==> src/rtl/ring_step_gen.sv <==
// ---------------------------------------------------------------------------
// ring_step_gen
//
// Control front-end for a 4-LED ring counter. Two raw board switches are
// conditioned into clean, single-cycle commands for the counter:
//   o_load - preset the ring counter to its one-hot seed
//   o_step - clock enable: advance the ring one position
//
// Each switch channel is: 2-flop synchroniser -> debounce counter ->
// registered rising-edge detector. Load and step channels are identical and
// independent; load wins when both fire in the same cycle.
//
// Optional build feature (macro RING_AUTO_STEP_EN):
//   A step press toggles a free-running auto-step mode (o_run). While running,
//   a prescaler emits one o_step every TICK_DIV cycles. A load press restarts
//   the prescaler spacing from zero. Without the macro, o_run is tied low and
//   no prescaler logic exists.
//
// Parameters
//   DEBOUNCE_CYCLES : cycles a new input level must persist before it is
//                     accepted (>= 2)
//   TICK_DIV        : auto-step period in clk cycles (>= 2); used only with
//                     RING_AUTO_STEP_EN
//
// Ports
//   clk        in  system clock, all logic on the rising edge
//   rst        in  synchronous active-high reset
//   i_sw_load  in  raw asynchronous load switch, active-high
//   i_sw_step  in  raw asynchronous step switch, active-high
//   o_load     out one-cycle preset pulse
//   o_step     out one-cycle advance pulse (never coincident with o_load)
//   o_run      out auto-step mode active (0 without RING_AUTO_STEP_EN)
// ---------------------------------------------------------------------------
module ring_step_gen #(
  parameter int DEBOUNCE_CYCLES = 250000,
  parameter int TICK_DIV        = 3000000
) (
  input  logic clk,
  input  logic rst,
  input  logic i_sw_load,
  input  logic i_sw_step,
  output logic o_load,
  output logic o_step,
  output logic o_run
);

  localparam int CW = $clog2(DEBOUNCE_CYCLES);
  localparam logic [CW-1:0] CNT_LAST = CW'(DEBOUNCE_CYCLES - 1);

  // Elaboration-time guard on the parameter ranges.
  if (DEBOUNCE_CYCLES < 2 || TICK_DIV < 2) begin : g_bad_param
    $error("ring_step_gen: DEBOUNCE_CYCLES and TICK_DIV must both be >= 2");
  end

  // Channel 0 = load, channel 1 = step.
  logic [1:0] raw;
  logic [1:0] rise;

  assign raw = {i_sw_step, i_sw_load};

  generate
    for (genvar gi = 0; gi < 2; gi++) begin : g_chan
      logic          s1_reg;
      logic          s2_reg;
      logic          stable_reg;
      logic          rise_reg;
      logic [CW-1:0] cnt_reg;
      logic          accept;

      // The synchronised level has disagreed with the accepted level for
      // DEBOUNCE_CYCLES consecutive cycles: take it on this edge.
      assign accept = (s2_reg != stable_reg) && (cnt_reg == CNT_LAST);

      always_ff @(posedge clk) begin
        if (rst) begin
          s1_reg     <= 1'b0;
          s2_reg     <= 1'b0;
          stable_reg <= 1'b0;
          rise_reg   <= 1'b0;
          cnt_reg    <= '0;
        end else begin
          s1_reg <= raw[gi];
          s2_reg <= s1_reg;
          // Registered alongside the stable flip so the pulse appears in the
          // same cycle the new level becomes visible.
          rise_reg <= accept & s2_reg;
          if (s2_reg == stable_reg) begin
            cnt_reg <= '0;
          end else if (accept) begin
            stable_reg <= s2_reg;
            cnt_reg    <= '0;
          end else begin
            cnt_reg <= cnt_reg + 1'b1;
          end
        end
      end

      assign rise[gi] = rise_reg;
    end
  endgenerate

  logic load_rise;
  logic step_rise;

  assign load_rise = rise[0];
  assign step_rise = rise[1];
  assign o_load    = load_rise;

`ifdef RING_AUTO_STEP_EN
  localparam int PW = $clog2(TICK_DIV);
  localparam logic [PW-1:0] PCNT_LAST = PW'(TICK_DIV - 1);

  logic          run_reg;
  logic          run_next;
  logic [PW-1:0] pcnt_reg;
  logic [PW-1:0] pcnt_next;
  logic          tick_reg;
  logic          tick_next;

  always_comb begin
    run_next  = run_reg ^ step_rise;
    pcnt_next = pcnt_reg;
    tick_next = 1'b0;
    // Hold the prescaler at 0 while idle, on the entry edge (so the first
    // tick lands a full period after o_run rises), on the exit edge, and
    // whenever a load press restarts the spacing.
    if (load_rise || !run_reg || !run_next) begin
      pcnt_next = '0;
    end else if (pcnt_reg == PCNT_LAST) begin
      pcnt_next = '0;
      tick_next = 1'b1;
    end else begin
      pcnt_next = pcnt_reg + 1'b1;
    end
  end

  always_ff @(posedge clk) begin
    if (rst) begin
      run_reg  <= 1'b0;
      pcnt_reg <= '0;
      tick_reg <= 1'b0;
    end else begin
      run_reg  <= run_next;
      pcnt_reg <= pcnt_next;
      tick_reg <= tick_next;
    end
  end

  // Load owns any cycle it pulses in; a coincident tick is dropped.
  assign o_step = tick_reg & ~load_rise;
  assign o_run  = run_reg;
`else
  // Load has priority: a step rising in the same cycle is dropped.
  assign o_step = step_rise & ~load_rise;
  assign o_run  = 1'b0;
`endif

endmodule

==> config.mk <==
export PLATFORM = sky130hd
export DESIGN_NAME = ring_step_gen
export DESIGN_NICKNAME = d
export VERILOG_FILES = /design/src/rtl/ring_step_gen.sv
export SDC_FILE = /design/constraint.sdc
export NUM_CORES = 1
export LEC_CHECK = 0
export ABC_AREA = 0
export BUFFER_PORTS_ARGS = -buffer_cell sky130_fd_sc_hd__buf_4
export CORE_MARGIN = 2
export CORE_UTILIZATION = 35
export DETAILED_ROUTE_END_ITERATION = 12
export PLACE_DENSITY = 0.54
export SLEW_MARGIN = 10
export SYNTH_ARGS = -nofsm -noshare
export SYNTH_HDL_FRONTEND = slang
export SYNTH_SLANG_ARGS = --single-unit
==> constraint.sdc <==
create_clock -name clk -period 2.69 [get_ports clk]
set_input_delay 0 -clock clk [delete_from_list [all_inputs] [get_ports clk]]
set_output_delay 0 -clock clk [all_outputs]
set_load 0.05 [all_outputs]
==> results of run 1 <==
kinds of logic (layout without fill, tap and decap cells):
| family | count (synthesis) | in the layout | share of synthesized area (%) |
|---|---|---|---|
| buffers and inverters | 13 | 27 | 2.903 |
| and+or+nand+nor | 111 | 111 | 31.00 |
| adders and majority gates | 2 | 2 | 1.319 |
| AOI/OAI and AO/OA | 11 | 11 | 3.232 |
| muxes | 2 | 2 | 1.055 |
| other | 1 | 1 | 0.1977 |
| xor gates and xnor gates | 30 | 30 | 13.85 |
| DFF | 44 | 44 | 46.44 |
synthesized netlist by cell type (3+ instances only):
master	count
dfxtp_1	44
nor2_1	39
xnor2_1	26
nand3_1	15
nor4_1	10
inv_1	8
nand2_1	8
nor3_1	8
nand4_1	6
a21oi_1	5
nor2b_1	5
nor4b_1	4
xor2_1	4
and3_1	3
nand2b_1	3
o21ai_0	3
or3_1	3
or4_1	3
worst max-delay path: stages, from the launching register on:
cell     delay [ns]
dfxtp_1        0.38
ha_1           0.21
nand3_1        0.18
or4_1          0.58
o21ai_2        0.29
buf_4          0.24
nor2_1         0.06
report_power, final:
group | total, mW | switching (mW) | internal [mW]
sequential | 0.656 | 0.00188 | 0.654
clock | 0.383 | 0.206 | 0.177
combinational | 0.0248 | 0.0126 | 0.0122
cell type report:
class | count | area share, %
multi-input cells | 157 | 44.91
flip-flops and latches | 44 | 41.17
repair buffers | 12 | 4.795
well taps | 70 | 4.094
clock buffers | 6 | 3.392
inverters | 8 | 1.404
clock inverters | 1 | 0.2339
stage by stage:
| step | utilization [%] | cells | power, mW | hold WS (ns) |
|---|---|---|---|---|
| floorplan | - | 214 | 0.6856 | 0.1282 |
| global placement | 38.90 | 286 | 0.6909 | 0.2128 |
| detailed placement | 38.90 | 286 | 0.6910 | 0.2188 |
| CTS | 41.36 | 298 | 1.079 | 0.4459 |
| global route | 41.36 | 298 | 1.114 | 0.4690 |
| finish | 41.36 | 298 | 1.064 | 0.4427 |
path summary, 6_finish.rpt:
path                            slack, ns                         endpoint                             from
worst max register to register       0.63  g_chan[1].cnt_reg[4]$_SDFF_PP0_  g_chan[1].cnt_reg[0]$_SDFF_PP0_
worst min-delay path                 0.44      g_chan[1].s2_reg$_SDFF_PP0_      g_chan[1].s1_reg$_SDFF_PP0_
worst min register to register       0.44      g_chan[1].s2_reg$_SDFF_PP0_      g_chan[1].s1_reg$_SDFF_PP0_
worst max-delay path                 0.63  g_chan[1].cnt_reg[4]$_SDFF_PP0_  g_chan[1].cnt_reg[0]$_SDFF_PP0_
metal layers:
metal | share of wire (%) | track usage, % | up-vias | wire [um]
met5 | 0 | 0 | - | 0
met4 | 2.4 | 6.429 | 0 | 78
met3 | 2.2 | 3.140 | 7 | 70
met2 | 46 | 19.74 | 10 | 1501
met1 | 49 | 15.06 | 629 | 1605
li1 | - | - | 765 | -
==> flow_summary.toml, run 1 <==
[place]
gp_congestion = 0.7303
post_dp_cell_area_sq_mm = 0.002012
port_buffers = 5
post-place-ws_ns = 0.6259
dp_hpwl_mm = 2.298

[clock_network]
clk_pin_slew_ns = 0.07
postCtsSetupRepairBufs = 0
clock_path_buffers = 2
cts.sinks = 44
clock_latency_ns = 0.29
cts-resized-gates = 0
cts_made_buffers = 5
cts_tree = "built"
root_buffer = "clkbuf_8"
holdBufCountCts = 5
ctsHtreeMaxLevel = 2

[finish]
final_common_cell = "dfxtp_1"
seq_area_sq_um = 880.8
nets = 234
drive_above_1_share_pct = 7.018
area_growth_pct = 12.80
largest_register_ffs = 36
final_cell_mix = "44 x dfxtp_1, 39 x nor2_1, 26 x xnor2_1"
fillers = 539
multi_input_area_sq_um = 960.9
diodes = 0
fin_area_sq_mm = 0.002140

[logic_synthesis]
synth_fp_nets = 220
ys_types = 31
synth_cells = 214
synth_top_area_share_pct = 46.44
yosysWarnings = 0
async_flop_share_pct = 0
synth_area_sq_mm = 0.001897
syn_avg_cell_area_sq_um = 8.864
synth_area_leaders = "dfxtp_1 46%, xnor2_1 12%, nor2_1 7.7%, nand3_1 4.0%, nor4_1 3.3%"
synth-seq-area-share_pct = 46.44
yosys.area.top_type = "dfxtp_1"
synth_edf_count = 0
synthFlopType = "dfxtp_1"
synth_seq_cells = 44

[flow_run]
drv_cap = 0

[sta]
setup_viol = 0
min_period_ns = 2.057
max_freq_mhz = 486.1
drv_slew = 0
period_share_pct = 76.47
tightest_slew_ns = 0.5339
clock_skew_ns = 0.005376
slew_headroom_pct = 64.08
setup_ws_ns = 0.6330
hold_viol = 0
rsz0062_at_grt = "no"
tns_ns = 0

[power_and_ir_drop]
peakVddDrop_mv = 0.3596
power.leakage_nw = 0.6112
power_density_mw_per_mm2 = 497.2

[floorplanning]
core_sq_mm = 0.005172
fp-row-count = 26
dieHeight_um = 77.62
ios = 7
die_w_um = 77.62
die_area_sq_mm = 0.006024
start_util_pct = 36.67

[critical_path]
required_ns = 2.88
startpoint_type = "flip-flop"
end_kind = "flip-flop"
crit_arrival_ns = 2.24
worstPathMaxFanout = 12
worstSetupPathType = "flip-flop to flip-flop"
rr_worst_depth = 6

[routing]
drt_iter0_drc = 52
ant_nets = 0
first_pass_iters = 4
wl_mm = 3.255
viasPerCell = 4.735
drcViolationCount = 0
wl_per_cell_um = 10.92
vias = 1411

[global_routing]
grt_pass1_vias = 1367
grt_pass1_wl_mm = 5.934
grt_overflow = 0
antenna_found_initial = 0
grtUsageTotal_pct = 12.28
grt_max_degree = 17

[hold_path]
min_path_type = "flip-flop to flip-flop"
hold_depth = 1

[outcome]
status = "finished clean"
Power figures use the tool's default switching activity.
==> run 2: changes to the inputs <==
--- a/config.mk
+++ b/config.mk
@@ -5,7 +5,7 @@
 export SDC_FILE = /design/constraint.sdc
 export NUM_CORES = 1
 export LEC_CHECK = 0
-export ABC_AREA = 0
+export ABC_AREA = 1
 export BUFFER_PORTS_ARGS = -buffer_cell sky130_fd_sc_hd__buf_4
 export CORE_MARGIN = 2
 export CORE_UTILIZATION = 35
==> constraint.sdc (replaced) <==
create_clock -name clk -period 2 [get_ports clk]
set_input_delay 0 -clock clk [delete_from_list [all_inputs] [get_ports clk]]
set_output_delay 0 -clock clk [all_outputs]
set_load 0.05 [all_outputs]
==> run 2 against run 1 <==
Compared with the run above:
- routed wire length is 13% higher
- maximum frequency is 35% higher
- clock skew rose by 0.0053 ns
- cell count up 29%
- count of clock-buffer cells in the layout unchanged
- critical endpoint is now g_chan[1].cnt_reg[16]$_SDFF_PP0_
- largest cell class unchanged
- highest routed layer unchanged
==> flow_summary.toml, run 2 <==
[floorplanning]
fp-row-count = 28
ios = 7
die_area_sq_mm = 0.006619
start_util_pct = 35.80
dieHeight_um = 81.36
core_sq_mm = 0.005851
die_w_um = 81.36

[logic_synthesis]
synth_top_family_by_area = "simple AND/OR/NAND/NOR gates"
yosysMostFrequentCell = "nor2_1"
synth_top_area_share_pct = 42.05
yosysWarnings = 0
syn_avg_cell_area_sq_um = 7.076
synth_fa_ha_area_share_pct = 1.195
yosys.area.top_type = "dfxtp_1"
synth_common_cells = "77 x nor2_1, 74 x nand2_1, 44 x dfxtp_1"
synth_edf_count = 0
ys_types = 23
synth-seq-area-share_pct = 42.05
synth_seq_cells = 44
synth-simple-area-share_pct = 37.63
synth-xor-area-share_pct = 8.781
synthMuxAreaShare_pct = 0
synth_fp_nets = 302
synth_compound_area_share_pct = 3.345
synthFlopType = "dfxtp_1"
synth_area_sq_mm = 0.002095
async_flop_share_pct = 0
synth_cells = 296
synth_area_leaders = "dfxtp_1 42%, nor2_1 14%, nand2_1 13%, xor2_1 5.4%, inv_1 5.2%"

[clock_network]
cts_made_buffers = 5
clock_path_buffers = 2
cts_tree = "built"
root_buffer = "clkbuf_8"
postCtsSetupRepairBufs = 0
clk_pin_slew_ns = 0.09
cts.sinks = 44
ctsHtreeMaxLevel = 2
clock_latency_ns = 0.31
cts-resized-gates = 0

[critical_path]
worstPathCellList = "ha_1 -> nand3_1 -> nor2_1 -> nand3_2 -> nand3_4 -> nor2_1"
max_stage_delay_ns = 0.40
r2r_start = "g_chan[1].cnt_reg[0]$_SDFF_PP0_"
timing.critical_path.mode_cell = "nor2_1"
rr_endpoint = "g_chan[1].cnt_reg[16]$_SDFF_PP0_"
end_kind = "flip-flop"
startpoint_type = "flip-flop"
path_buf_inv = 0
worstPathMaxFanout = 18
cp_top_family = "simple AND/OR/NAND/NOR gates"
required_ns = 2.19
rr_worst_depth = 6
worstSetupPathType = "flip-flop to flip-flop"
slowest_stage = "dfxtp_1"
crit_arrival_ns = 1.71
r2r_setup_slack_ns = 0.47

[sta]
rsz0062_at_grt = "no"
whs_ns = 0.3996
period_share_pct = 76.37
max_freq_mhz = 654.7
hold_viol = 0
drv_slew = 0
tns_ns = 0
setup_viol = 0
min_period_ns = 1.527
clock_skew_ns = 0.01063

[finish]
area_growth_pct = 10.75
nets = 314
diodes = 0
largest_register_ffs = 36
final_common_cell = "nor2_1"
drive_above_1_share_pct = 7.443
final_cell_mix = "77 x nor2_1, 74 x nand2_1, 44 x dfxtp_1"

[power_and_ir_drop]
power.total_mw = 1.510
power_density_mw_per_mm2 = 651.1
power.leakage_nw = 0.7569
peakVddDrop_mv = 0.2707

[routing]
viasPerCell = 4.326
vias = 1661
wl_per_cell_um = 9.578
drt_iter0_drc = 49
ant_nets = 0
first_pass_iters = 4
wl_mm = 3.678
drcViolationCount = 0

[outcome]
status = "finished clean"

[place]
gp_congestion = 0.7634
port_buffers = 5
dp_hpwl_mm = 2.708

[global_routing]
grt_pass1_vias = 1564
grt_overflow = 0
grt_max_degree = 19
grtUsageTotal_pct = 13.11
antenna_found_initial = 0
grt_pass1_wl_mm = 6.720

[flow_run]
drv_cap = 0

[hold_path]
worstHoldStart = "g_chan[1].s1_reg$_SDFF_PP0_"
min_to = "g_chan[1].s2_reg$_SDFF_PP0_"
hold_depth = 2
min_path_type = "flip-flop to flip-flop"
-- run 2: area by class of cell --
type	count	area, sq um
Tap cell	75	93.84
Timing Repair Buffer	8	67.56
Clock inverter	2	15.01
Clock buffer	6	82.58
Fill cell	602	3531
Sequential cell	44	880.8
Multi-Input combinational cell	220	1071
Inverter	29	108.9
-- run 2: cell families (layout without fill, tap and decap cells) --
group	count (synthesis)	count (layout)
and+or+nand+nor	182	182
DFF	44	44
adders and majority gates	2	2
AOI/OAI and AO/OA	14	14
buffers and inverters	32	45
other	1	1
xor gates and xnor gates	21	21
-- run 2: metrics by stage --
step	instance area [sq um]	setup slack, ns	instances	utilization [%]
3_3_place_gp	2192	0.4673	373	37.47
3_5_place_dp	2192	0.4449	373	37.47
5_1_grt	2320	0.2859	384	39.65
6_report	2320	0.4725	384	39.65
2_1_floorplan	2095	0.6228	296	-
4_1_cts	2320	0.4312	384	39.65
-- run 2: how the worst max path moves through the flow --
stage | from | end | slack, ns | depth (start not counted)
2_1_floorplan | g_chan[0].cnt_reg[0]$_SDFF_PP0_ | g_chan[0].cnt_reg[0]$_SDFF_PP0_ | 0.62 | 7
3_3_place_gp | g_chan[1].cnt_reg[0]$_SDFF_PP0_ | g_chan[1].cnt_reg[15]$_SDFF_PP0_ | 0.47 | 6
3_5_place_dp | g_chan[1].cnt_reg[0]$_SDFF_PP0_ | g_chan[1].cnt_reg[16]$_SDFF_PP0_ | 0.44 | 6
4_1_cts | g_chan[1].cnt_reg[0]$_SDFF_PP0_ | g_chan[1].cnt_reg[16]$_SDFF_PP0_ | 0.43 | 6
5_1_grt | g_chan[1].cnt_reg[0]$_SDFF_PP0_ | g_chan[1].cnt_reg[15]$_SDFF_PP0_ | 0.29 | 6
6_report | g_chan[1].cnt_reg[0]$_SDFF_PP0_ | g_chan[1].cnt_reg[16]$_SDFF_PP0_ | 0.47 | 6
-- run 2: where the power goes --
part	leakage [nW]	switching (mW)	internal (mW)
clock	0.0434	0.315	0.280
sequential	0.355	0.00285	0.880
combinational	0.358	0.0206	0.0125
total	0.757	0.338	1.17
-- run 2: timing repair --
item,4_1_cts,5_1_grt
endpoints found under the setup margin,0,0
hold buffers,3,0
hold endpoints to repair,4,0
-- run 2: metal layers --
layer | GRT usage, % | vias to the layer above | wire length [um]
met2 | 20.66 | 12 | 1668
li1 | - | 931 | -
met4 | 5.254 | 0 | 53
met1 | 16.11 | 712 | 1837
met3 | 4.889 | 6 | 119
met5 | 0 | - | 0
-- run 2: worst register-to-register path: stages (launching register included) --
cell	delay, ns
dfxtp_1	0.40
ha_1	0.23
nand3_1	0.19
nor2_1	0.17
nand3_2	0.14
nand3_4	0.21
nor2_1	0.08
